File: src/rtl/cpu_controlunit.sv
// rtl/cpu_controlunit.sv - multi-cycle control sequencer for cpu_datapathunit
//
// Purpose:
//   Steps each instruction through FETCH, DECODE, EXEC, MEM and WB.
//   FETCH and MEM wait for the memory handshake. Every datapath strobe is
//   a combinational decode of the state, the latched opcode/funct, zero
//   and mem_ack. HALT and illegal opcodes park the sequencer until reset.
//
// Ports:
//   clk        in   1   system clock, rising edge
//   rst_n      in   1   asynchronous active-low reset
//   opcode     in   8   instr[7:0] from datapath
//   funct      in   8   instr[15:8], ALU function for reg-reg ops
//   zero       in   1   ALU zero flag
//   mem_ack    in   1   memory completion, one per request
//   fetch      out  1   instruction-read request, held until mem_ack
//   ir_write   out  1   instruction-register load strobe
//   pc_inc     out  1   PC += 4 strobe
//   pc_write   out  1   PC load from branch/jump target
//   jump, reg_dst, reg_write, mem_read, mem_write, memtoreg, beq, bne
//              out  1   datapath controls
//   alu_opcode out  16  ALU operation select
//   halted     out  1   HALT executed
//   illegal    out  1   illegal-opcode trap
//   state      out  3   current state, debug view

module cpu_controlunit #(
  parameter logic [15:0] ALU_ADD = 16'h0001,
  parameter logic [15:0] ALU_SUB = 16'h0002
) (
  input  logic        clk,
  input  logic        rst_n,
  input  logic [7:0]  opcode,
  input  logic [7:0]  funct,
  input  logic        zero,
  input  logic        mem_ack,
  output logic        fetch,
  output logic        ir_write,
  output logic        pc_inc,
  output logic        pc_write,
  output logic        jump,
  output logic        reg_dst,
  output logic        reg_write,
  output logic        mem_read,
  output logic        mem_write,
  output logic        memtoreg,
  output logic        beq,
  output logic        bne,
  output logic [15:0] alu_opcode,
  output logic        halted,
  output logic        illegal,
  output logic [2:0]  state
);

  localparam logic [7:0] OP_NOP   = 8'h00;
  localparam logic [7:0] OP_ALU   = 8'h01;
  localparam logic [7:0] OP_LOAD  = 8'h02;
  localparam logic [7:0] OP_STORE = 8'h03;
  localparam logic [7:0] OP_BEQ   = 8'h04;
  localparam logic [7:0] OP_BNE   = 8'h05;
  localparam logic [7:0] OP_JMP   = 8'h06;
  localparam logic [7:0] OP_HALT  = 8'h07;

  typedef enum logic [2:0] {
    S_RST    = 3'd0,
    S_FETCH  = 3'd1,
    S_DECODE = 3'd2,
    S_EXEC   = 3'd3,
    S_MEM    = 3'd4,
    S_WB     = 3'd5,
    S_HALT   = 3'd6,
    S_TRAP   = 3'd7
  } state_t;

  state_t     state_q, state_d;
  logic [7:0] op_q, op_d;
  logic [7:0] funct_q, funct_d;

  always_ff @(posedge clk or negedge rst_n) begin
    if (!rst_n) begin
      state_q <= S_RST;
      op_q    <= 8'h00;
      funct_q <= 8'h00;
    end else begin
      state_q <= state_d;
      op_q    <= op_d;
      funct_q <= funct_d;
    end
  end

  always_comb begin
    state_d    = state_q;
    op_d       = op_q;
    funct_d    = funct_q;
    fetch      = 1'b0;
    ir_write   = 1'b0;
    pc_inc     = 1'b0;
    pc_write   = 1'b0;
    jump       = 1'b0;
    reg_dst    = 1'b0;
    reg_write  = 1'b0;
    mem_read   = 1'b0;
    mem_write  = 1'b0;
    memtoreg   = 1'b0;
    beq        = 1'b0;
    bne        = 1'b0;
    alu_opcode = 16'h0000;
    halted     = 1'b0;
    illegal    = 1'b0;

    case (state_q)
      S_RST: state_d = S_FETCH;

      S_FETCH: begin
        fetch = 1'b1;
        if (mem_ack) begin
          ir_write = 1'b1;
          pc_inc   = 1'b1;
          state_d  = S_DECODE;
        end
      end

      // Later states use only the latched copies, so the datapath may
      // change opcode/funct freely after this cycle.
      S_DECODE: begin
        op_d    = opcode;
        funct_d = funct;
        if (opcode == OP_NOP)       state_d = S_FETCH;
        else if (opcode == OP_HALT) state_d = S_HALT;
        else if (opcode > OP_HALT)  state_d = S_TRAP;
        else                        state_d = S_EXEC;
      end

      S_EXEC: begin
        case (op_q)
          OP_ALU: begin
            alu_opcode = {8'h00, funct_q};
            state_d    = S_WB;
          end
          OP_LOAD, OP_STORE: begin
            alu_opcode = ALU_ADD;
            state_d    = S_MEM;
          end
          OP_BEQ: begin
            beq        = 1'b1;
            alu_opcode = ALU_SUB;
            pc_write   = zero;
            state_d    = S_FETCH;
          end
          OP_BNE: begin
            bne        = 1'b1;
            alu_opcode = ALU_SUB;
            pc_write   = ~zero;
            state_d    = S_FETCH;
          end
          OP_JMP: begin
            jump     = 1'b1;
            pc_write = 1'b1;
            state_d  = S_FETCH;
          end
          // NOP/HALT/illegal never reach EXEC; recover by refetching.
          default: state_d = S_FETCH;
        endcase
      end

      S_MEM: begin
        alu_opcode = ALU_ADD;
        if (op_q == OP_LOAD) mem_read  = 1'b1;
        else                 mem_write = 1'b1;
        if (mem_ack) state_d = (op_q == OP_LOAD) ? S_WB : S_FETCH;
      end

      S_WB: begin
        reg_write = 1'b1;
        if (op_q == OP_ALU) begin
          reg_dst    = 1'b1;
          alu_opcode = {8'h00, funct_q};
        end else begin
          memtoreg = 1'b1;
        end
        state_d = S_FETCH;
      end

      S_HALT: halted = 1'b1;

      S_TRAP: illegal = 1'b1;

      default: state_d = S_RST;
    endcase
  end

  assign state = state_q;

endmodule

File: config.mk
export PLATFORM = sky130hd
export DESIGN_NAME = cpu_controlunit
export DESIGN_NICKNAME = d
export VERILOG_FILES = /design/src/rtl/cpu_controlunit.sv
export SDC_FILE = /design/constraint.sdc
export NUM_CORES = 1
export LEC_CHECK = 0
export ABC_AREA = 1
export CORE_ASPECT_RATIO = 2
export CORE_MARGIN = 2
export CORE_UTILIZATION = 38
export DETAILED_ROUTE_END_ITERATION = 12
export PLACE_DENSITY = 0.76
export SLEW_MARGIN = 20
export SYNTH_ARGS = -nofsm -noshare
export SYNTH_HDL_FRONTEND = slang
export SYNTH_SLANG_ARGS = --single-unit
File: constraint.sdc
create_clock -name clk -period 1.49 [get_ports clk]
set_input_delay 0.3725 -clock clk [delete_from_list [all_inputs] [get_ports clk]]
set_output_delay 0.3725 -clock clk [all_outputs]
set_load 0.05 [all_outputs]
==> flow_metrics.tcl, run 1 <==
set metrics [dict create \
    die_y_um 85.3 \
    fillers 128 \
    synth.area.top_cells "dfrtp_1, nand2_1, inv_1" \
    violations "setup timing" \
    cp.required_ps 1120 \
    cts.sinks 19 \
    crit_fanout 7 \
    setup_slack_ps -625 \
    antenna_found_initial 0 \
    num_vias 1625 \
    fp.dieW_um 44.6 \
    rsz0062_at_grt "true" \
    track_usage_pct 26.5 \
    fin_skew_ps 3.82 \
    syn2layout_area_growth_pct 126 \
    num_antenna_cells 0 \
    firstDrtPassIters 4 \
    port_buffers 44 \
    final_cell_area_um2 2830 \
    grt_max_degree 20 \
    ys_types 22 \
    hold_viol 0 \
    core_area_um2 3160 \
    grt_pass1_vias 1587 \
    netlist_area_um2 1250 \
    wire_per_inst_um 19.5 \
    setup_viol_count_final 29 \
    dieArea_um2 3810 \
    finalMaxSlewViolations 0 \
    post-route-util_pct 89.7 \
    cts_tree "done" \
    ant_nets 0 \
    drt_iter0_markers 70 \
    path_class "register to output pin" \
    drc 0 \
    synth_area_leader_cell "dfrtp_1" \
    htreeDepth 1 \
    ys.flop_type "dfrtp_1" \
    avgSynthCellArea_um2 7.05 \
    power_density_nw_per_um2 360 \
    nets 296 \
    reg2reg_slack_ps -170 \
    grt_pass1_wl_um 7500 \
    place_area_um2 2250 \
    clkTransAtPathRegs_ps 70 \
    r2r_cells 10 \
    routabilityCongestion 0.822 \
    vdd_drop_max_v 0.000857 \
    arrival_ps 1740 \
    start_kind "register" \
    ys_ff_latch 19 \
    synth_common_cells "nand2_1, inv_1, nor2_1" \
    yosys_warnings 0 \
    dpl.hpwl_um 2770 \
    status "finished, violations left" \
    synth_most_common_cell "nand2_1" \
    finalCriticalPeriod_ps 2120 \
    fp-row-count 29 \
    fin_tns_setup_ps -10650 \
    initial_core_util_pct 39.8 \
    seq_area_frac_synth_pct 37.9 \
    cts_buffers 3 \
    wl_um 5980 \
    overflow 0 \
    yosysTopAreaCellShare_pct 37.9 \
    hold_class "input port to async pin" \
    fin_crit_sh_pct 142 \
    postSynthCellCount 178 \
    cap_violations 0 \
    async_reset_ff_share_pct 100 \
    insertion_delay_ps 260 \
    end_kind "output pin" \
    final_layout_size_suffix_gt1_share_pct 59.6 \
    clock-root-buffer "clkbuf_8" \
    fmax_mhz 473 \
    vias_per_cell 5.31 \
    total_power_mw 1.02 \
    synth_edf_count 0 \
    io_pins 53 \
    leakagePower_nw 1.24 \
    cts.path.max_buffers 2 \
]
[critical path, cell delays in order, from the launching register on]
cell,delay [ps]
dfrtp_1,370
inv_2,60
nand2_2,70
nor2_4,150
nand3_4,100
nor2_4,170
clkinvlp_4,120
buf_12,160
nor2_4,120
buf_12,150
[layer usage]
metal | track usage, % | wire, µm | up-vias
met3 | 2.98 | 286 | 22
met1 | 29.6 | 1910 | 792
met2 | 45.3 | 3510 | 83
met5 | 0 | 0 | -
met4 | 16.3 | 266 | 0
li1 | - | - | 728
[path summary, 6_finish.rpt]
path | start | to
min in group clk | opcode[1] | op_q[1]
setup / recovery | op_q[4] | alu_opcode[7]
hold reg to reg | funct_q[5] | funct_q[5]
setup reg to reg | state[0] | state[2]
max in group asynchronous | rst_n | state[0]
hold / removal | rst_n | op_q[7]
[stage by stage]
step | hold slack [ps] | cells | setup WS (ps)
final | 452 | 306 | -625
after global routing | 460 | 306 | -691
after CTS | 459 | 296 | -525
after detailed placement | 459 | 283 | -280
after global placement | 455 | 283 | -252
after floorplan | 76.9 | 185 | -613
[repair_timing]
item	4_1_cts	5_1_grt
cloned	0	1
pin swaps	11	27
endpoints found under the setup margin	23	36
resized for setup	52	53
hold buffers	0	0
setup buffers	11	12
[power by group]
group | leakage, nW | switching, mW | internal [mW]
combinational | 1.05 | 0.0838 | 0.0531
clock | 0.0228 | 0.177 | 0.191
sequential | 0.166 | 0 | 0.515
[kinds of logic (layout without fill, tap and decap cells)]
kind of cell	Yosys count	count (layout)	synth area share, %
AOI/OAI and AO/OA	12	12	5.98
buffers and inverters	35	125	13.4
DFF	19	19	37.9
other	1	8	0.299
and+or+nand+nor	111	111	42.5
[state kept, by name (all words and copies together), names as in the netlist]
| register | flops |
|---|---|
| funct_q | 8 |
| op_q | 8 |
| state | 3 |
[layout make-up]
cell class	count	area [µm²]	share of cell area (%)
Clock buffer	4	45.0	1.59
Inverter	24	115	4.07
Multi-Input combinational cell	131	940	33.2
Sequential cell	19	482	17.0
Tap cell	31	38.8	1.37
Timing Repair Buffer	97	1210	42.8
[cell usage in the layout, fill, tap and decap left out, types with 8 or more instances in the layout]
cell / count
buf_12: 26
buf_4: 30
buf_6: 18
clkdlybuf4s50_1: 18
conb_1: 8
dfrtp_1: 16
inv_1: 9
nand2_1: 34
nand2_2: 25
nor2_1: 8
nor2_4: 17
No activity file was read; power rests on OpenSTA's default activity.
==> run 2, diff against run 1 <==
--- a/config.mk
+++ b/config.mk
@@ -8,9 +8,8 @@
 export ABC_AREA = 1
 export CORE_ASPECT_RATIO = 2
 export CORE_MARGIN = 2
-export CORE_UTILIZATION = 38
+export CORE_UTILIZATION = 30
 export DETAILED_ROUTE_END_ITERATION = 12
-export PLACE_DENSITY = 0.76
 export SLEW_MARGIN = 20
 export SYNTH_ARGS = -nofsm -noshare
 export SYNTH_HDL_FRONTEND = slang
==> run 2 against run 1 <==
The flow still finishes with violations (setup timing). Design area shrank 0.49%. Sequential share of layout area grew 0.083 points. Via count shrank 7.3%. Total power decreased by 1.2%. Highest routed layer unchanged. Register-to-register slack gained 90 ps. Clock power is 2% lower. Core utilization down 20 points. Largest power group unchanged. Maximum frequency increased by 3.7%. Non-clock buffer count increased by 2. Cell count is 7.5% higher. Combinational power decreased by 4%. Largest cell class unchanged. First-iteration DRC count fell by 76%.
==> flow_metrics.tcl, run 2 (synthesis results as in run 1) <==
set metrics [dict create \
    htreeDepth 1 \
    final_common_cell "nand2_1" \
    finalCriticalPeriod_ps 2040 \
    wire_per_inst_um 12.7 \
    postCtsHoldBufs 0 \
    post-route-util_pct 69.6 \
    overflow 0 \
    total_power_mw 1.01 \
    clock-root-buffer "clkbuf_8" \
    vdd_drop_max_v 0.000582 \
    grt_pass1_vias 1410 \
    dpl.hpwl_um 2680 \
    syn2layout_area_growth_pct 125 \
    power_density_nw_per_um2 358 \
    num_vias 1506 \
    cts.sinks 19 \
    num_antenna_cells 0 \
    setup_slack_ps -549 \
    grt_max_degree 20 \
    arrival_ps 1670 \
    wl_um 4180 \
    final_layout_size_suffix_gt1_share_pct 57.4 \
    worst_hold_slack_ps 437 \
    fillers 322 \
    drc 0 \
    fin_crit_sh_pct 137 \
    status "finished, violations left" \
    fmax_mhz 491 \
    end_kind "output pin" \
    clkTransAtPathRegs_ps 70 \
    hold_viol 0 \
    cts.path.max_buffers 2 \
    fp.dieW_um 49.7 \
    fp-row-count 33 \
    core_area_um2 4050 \
    fin_skew_ps 1.98 \
    nets 298 \
    dieArea_um2 4750 \
    hold_class "input port to async pin" \
    die_y_um 95.5 \
    crit_fanout 4 \
    cts_tree "done" \
    path_class "register to output pin" \
    antenna_found_initial 0 \
    firstDrtPassIters 5 \
    start_kind "register" \
    drt_iter0_markers 17 \
    routabilityCongestion 0.809 \
    track_usage_pct 16.1 \
    setup_viol_count_final 36 \
    cts_buffers 3 \
    leakagePower_nw 1.20 \
    io_pins 53 \
    vias_per_cell 4.58 \
    layout_common_cells "nand2_1, buf_4, buf_12, nand2_2" \
    violations "setup timing" \
    rsz0062_at_grt "true" \
    insertion_delay_ps 260 \
    grt_pass1_wl_um 5930 \
    cp.required_ps 1120 \
    port_buffers 44 \
    ant_nets 0 \
    initial_core_util_pct 31.0 \
    cap_violations 0 \
    finalMaxSlewViolations 0 \
]
run 2: changes by cell type in the layout (fill, tap and decap cells not counted), moves of 2 or more:
cell	before	now
nand3_2	5	1
buf_8	3	1
inv_4	4	2
nand3_1	4	9
buf_4	30	32
nand2_1	34	36
run 2: worst max-delay path: stages (launching register included):
cell,delay (ps)
dfrtp_1,380
inv_2,60
nand2_2,60
nor2_4,150
nand3_4,90
nor2_4,120
clkinvlp_4,120
buf_6,150
nor2_4,120
buf_12,140
run 2: final cells by class:
type / instances / area [µm²] / area share (%)
clock inverters: 1 / 5.00 / 0.178
inverters: 24 / 118 / 4.17
clock buffers: 3 / 41.3 / 1.47
multi-input cells: 131 / 882 / 31.3
repair buffers: 99 / 1220 / 43.5
flip-flops and latches: 19 / 482 / 17.1
well taps: 52 / 65.1 / 2.31
run 2: power by group:
part	internal [mW]	switching, mW	leakage [nW]	total, mW
Combinational	0.0534	0.0791	1.01	0.132
Clock	0.186	0.173	0.0255	0.360
Sequential	0.515	0	0.166	0.515
run 2: timing repair:
action | 4_1_cts | 5_1_grt
buffers inserted | 9 | 12
pin swaps | 15 | 22
gates resized for setup | 44 | 47
cloned | 0 | 1
endpoints found under the setup margin | 25 | 41
run 2: path summary, 6_finish.rpt:
path | start | end | slack, ps | cells past startpoint
max in group asynchronous | rst_n | state[0] | 830 | 2
setup reg to reg | state[0] | state[2] | -80 | 9
setup / recovery | op_q[4] | alu_opcode[5] | -550 | 9
hold reg to reg | funct_q[4] | funct_q[4] | 480 | 2
min in group clk | funct_q[4] | funct_q[4] | 480 | 2
hold / removal | rst_n | state[1] | 440 | 2
run 2: per-stage QoR:
step / worst slack, ps / TNS [ps] / cells / area [µm²]
after floorplan: -613 / -7800 / 185 / 1350
after global routing: -643 / -12010 / 329 / 2820
after global placement: -253 / -3580 / 305 / 2290
after CTS: -549 / -9080 / 317 / 2590
final: -549 / -9700 / 329 / 2820
after detailed placement: -312 / -4240 / 305 / 2290
run 2: routing by layer:
layer	part of all wire, %	vias up	routed length (µm)	track usage, %
met5	0	-	0	0
met4	2.7	0	112	7.87
met3	2.8	13	118	0.784
met2	64	51	2670	32.6
met1	31	711	1280	15.9
li1	-	731	-	-
==> run 3, diff against run 2 <==
--- a/config.mk
+++ b/config.mk
@@ -6,8 +6,9 @@
 export NUM_CORES = 1
 export LEC_CHECK = 0
 export ABC_AREA = 1
+export CAP_MARGIN = 20
 export CORE_ASPECT_RATIO = 2
-export CORE_MARGIN = 2
+export CORE_MARGIN = 10
 export CORE_UTILIZATION = 30
 export DETAILED_ROUTE_END_ITERATION = 12
 export SLEW_MARGIN = 20
==> run 3 against run 2 <==
The run still ends with setup timing left. Routed wire length increased by 0.19%. Non-clock buffer count increased by 1. Total power decreased by 0.16%. Core utilization decreased by 2.6 points. Sequential share of layout area up 0.48 points. Count of clock-buffer cells in the layout unchanged. Combinational power about the same. Critical endpoint is now alu_opcode[7]. Largest cell class unchanged. Largest power group unchanged. Highest routed layer unchanged.
==> flow_metrics.tcl, run 3 (synthesis results as in run 1) <==
set metrics [dict create \
    firstDrtPassIters 4 \
    grt_max_degree 20 \
    track_usage_pct 11.2 \
    initial_core_util_pct 30.7 \
    violations "setup timing" \
    final_common_cell "nand2_1" \
    fin_crit_sh_pct 136 \
    cp.required_ps 1120 \
    fp.dieW_um 65.7 \
    ant_nets 0 \
    r2r_cells 10 \
    finalCriticalPeriod_ps 2020 \
    rsz0062_at_grt "true" \
    seqPwrFrac_pct 51.2 \
    leakagePower_nw 1.18 \
    vias_per_cell 4.35 \
    internal_power_mw 0.756 \
    fillers 318 \
    final_layout_size_suffix_gt1_share_pct 51.8 \
    pwr-share-comb_pct 12.9 \
    status "finished, violations left" \
    critical-path-max-stage-delay_ps 370 \
    num_vias 1434 \
    power_density_nw_per_um2 367 \
    dpl.hpwl_um 3130 \
    crit_fanout 5 \
    overflow 0 \
    cts.path.max_buffers 2 \
    setup_slack_ps -529 \
    cp_slowest_cell "dfrtp_1" \
    htreeDepth 1 \
    rr_startpoint "state[0]" \
    cts.sinks 19 \
    clock-root-buffer "clkbuf_8" \
    setup_viol_count_final 25 \
    routabilityCongestion 0.834 \
    finalMaxSlewViolations 0 \
    fin_skew_ps 2.01 \
    fmax_mhz 495 \
    insertion_delay_ps 260 \
    hold_viol 0 \
    cp_cell_sequence "inv_2 > nand2_2 > nor2_4 > nand3_4 > nor2_4 > clkinvlp_4 > buf_12 > nor2_4 > buf_12" \
    fp-row-count 33 \
    wire_per_inst_um 12.7 \
    cp_common_cell "nor2_4" \
    clkTransAtPathRegs_ps 70 \
    reg2reg_slack_ps -120 \
    path_class "register to output pin" \
    port_buffers 44 \
    switchingPower_mw 0.250 \
    cp_top_family "simple AND/OR/NAND/NOR gates" \
    die_y_um 111 \
    layout_common_cells "nand2_1, buf_4, buf_12, clkdlybuf4s50_1, buf_6" \
    crit_buf_inv 4 \
    io_pins 53 \
    drc 0 \
    end_kind "output pin" \
    dieArea_um2 7330 \
    pwr-share-clk_pct 35.9 \
    num_antenna_cells 0 \
    grt_pass1_wl_um 6620 \
    antenna_found_initial 0 \
    grt_pass1_vias 1458 \
    postCtsHoldBufs 0 \
    wl_um 4190 \
    cap_violations 0 \
    vdd_drop_max_v 0.000467 \
    arrival_ps 1650 \
    total_power_mw 1.01 \
    syn2layout_area_growth_pct 118 \
    drt_iter0_markers 28 \
    core_area_um2 4090 \
    nets 299 \
    start_kind "register" \
    fin_tns_setup_ps -8800 \
    cts_buffers 3 \
    p_sw_share_pct 24.8 \
    cts_tree "done" \
    hold_class "input port to async pin" \
    r2r_end "state[2]" \
    final_cell_area_um2 2740 \
    place_area_um2 2320 \
]
[run 3: changes by cell type in the layout (fill, tap and decap cells not counted), sizes merged]
| cell | delta |
|---|---|
| buf | +2 |
| clkbuf | -1 |
[run 3: per-stage QoR]
stage	cells	util (%)	setup WS [ps]	hold WS [ps]
after global placement	309	56.7	-257	454
after detailed placement	309	56.7	-280	459
after CTS	324	64.1	-583	441
after global routing	330	67.1	-631	457
final	330	67.1	-529	437
after floorplan	185	-	-613	76.9
[run 3: what timing repair did]
item / 4_1_cts / 5_1_grt
setup endpoints to repair: 25 / 36
pin swaps: 13 / 10
resized for setup: 37 / 28
buffers inserted: 12 / 7
gates cloned: 0 / 1
[run 3: cell type report]
cell class	count	area, µm²	area share, %
Timing Repair Buffer	100	1200	43.8
Multi-Input combinational cell	131	831	30.3
Sequential cell	19	482	17.6
Inverter	24	118	4.29
Tap cell	52	65.1	2.37
Clock buffer	3	41.3	1.51
Clock inverter	1	5.00	0.183
[run 3: worst register-to-register path, cell delays in order, from the launching register on]
cell and delay (ps):
dfrtp_4 520, buf_6 140, inv_4 60, nand2_4 60, nor2_4 120, nand4_1 180, buf_4 190, buf_6 100
nand3_2 50, nand2_1 50, nand2_1 80
[run 3: how the worst max path moves through the flow]
stage / to / cells past startpoint / start
2_1_floorplan: alu_opcode[1] / 6 / state[2]
3_3_place_gp: alu_opcode[1] / 7 / op_q[6]
3_5_place_dp: alu_opcode[5] / 8 / op_q[6]
4_1_cts: alu_opcode[5] / 9 / op_q[6]
5_1_grt: alu_opcode[3] / 9 / op_q[5]
6_report: alu_opcode[7] / 9 / op_q[4]
[run 3: power groups by stage]
| stage | Sequential [mW] | Clock [mW] | Combinational [mW] |
|---|---|---|---|
| 2_1_floorplan | 0.526 | 0 | 0.0698 |
| 3_3_place_gp | 0.525 | 0 | 0.129 |
| 3_5_place_dp | 0.525 | 0 | 0.129 |
| 4_1_cts | 0.515 | 0.374 | 0.130 |
| 5_1_grt | 0.515 | 0.403 | 0.140 |
| 6_report | 0.515 | 0.361 | 0.130 |
[run 3: per-layer routing]
layer	wire [µm]	global-route usage [%]	part of all wire [%]	vias up
met5	0	0	0	-
met4	102	5.60	2.4	0
met3	130	0.904	3.1	7
met2	2530	21.3	60	33
met1	1420	11.2	34	664
li1	-	-	-	730
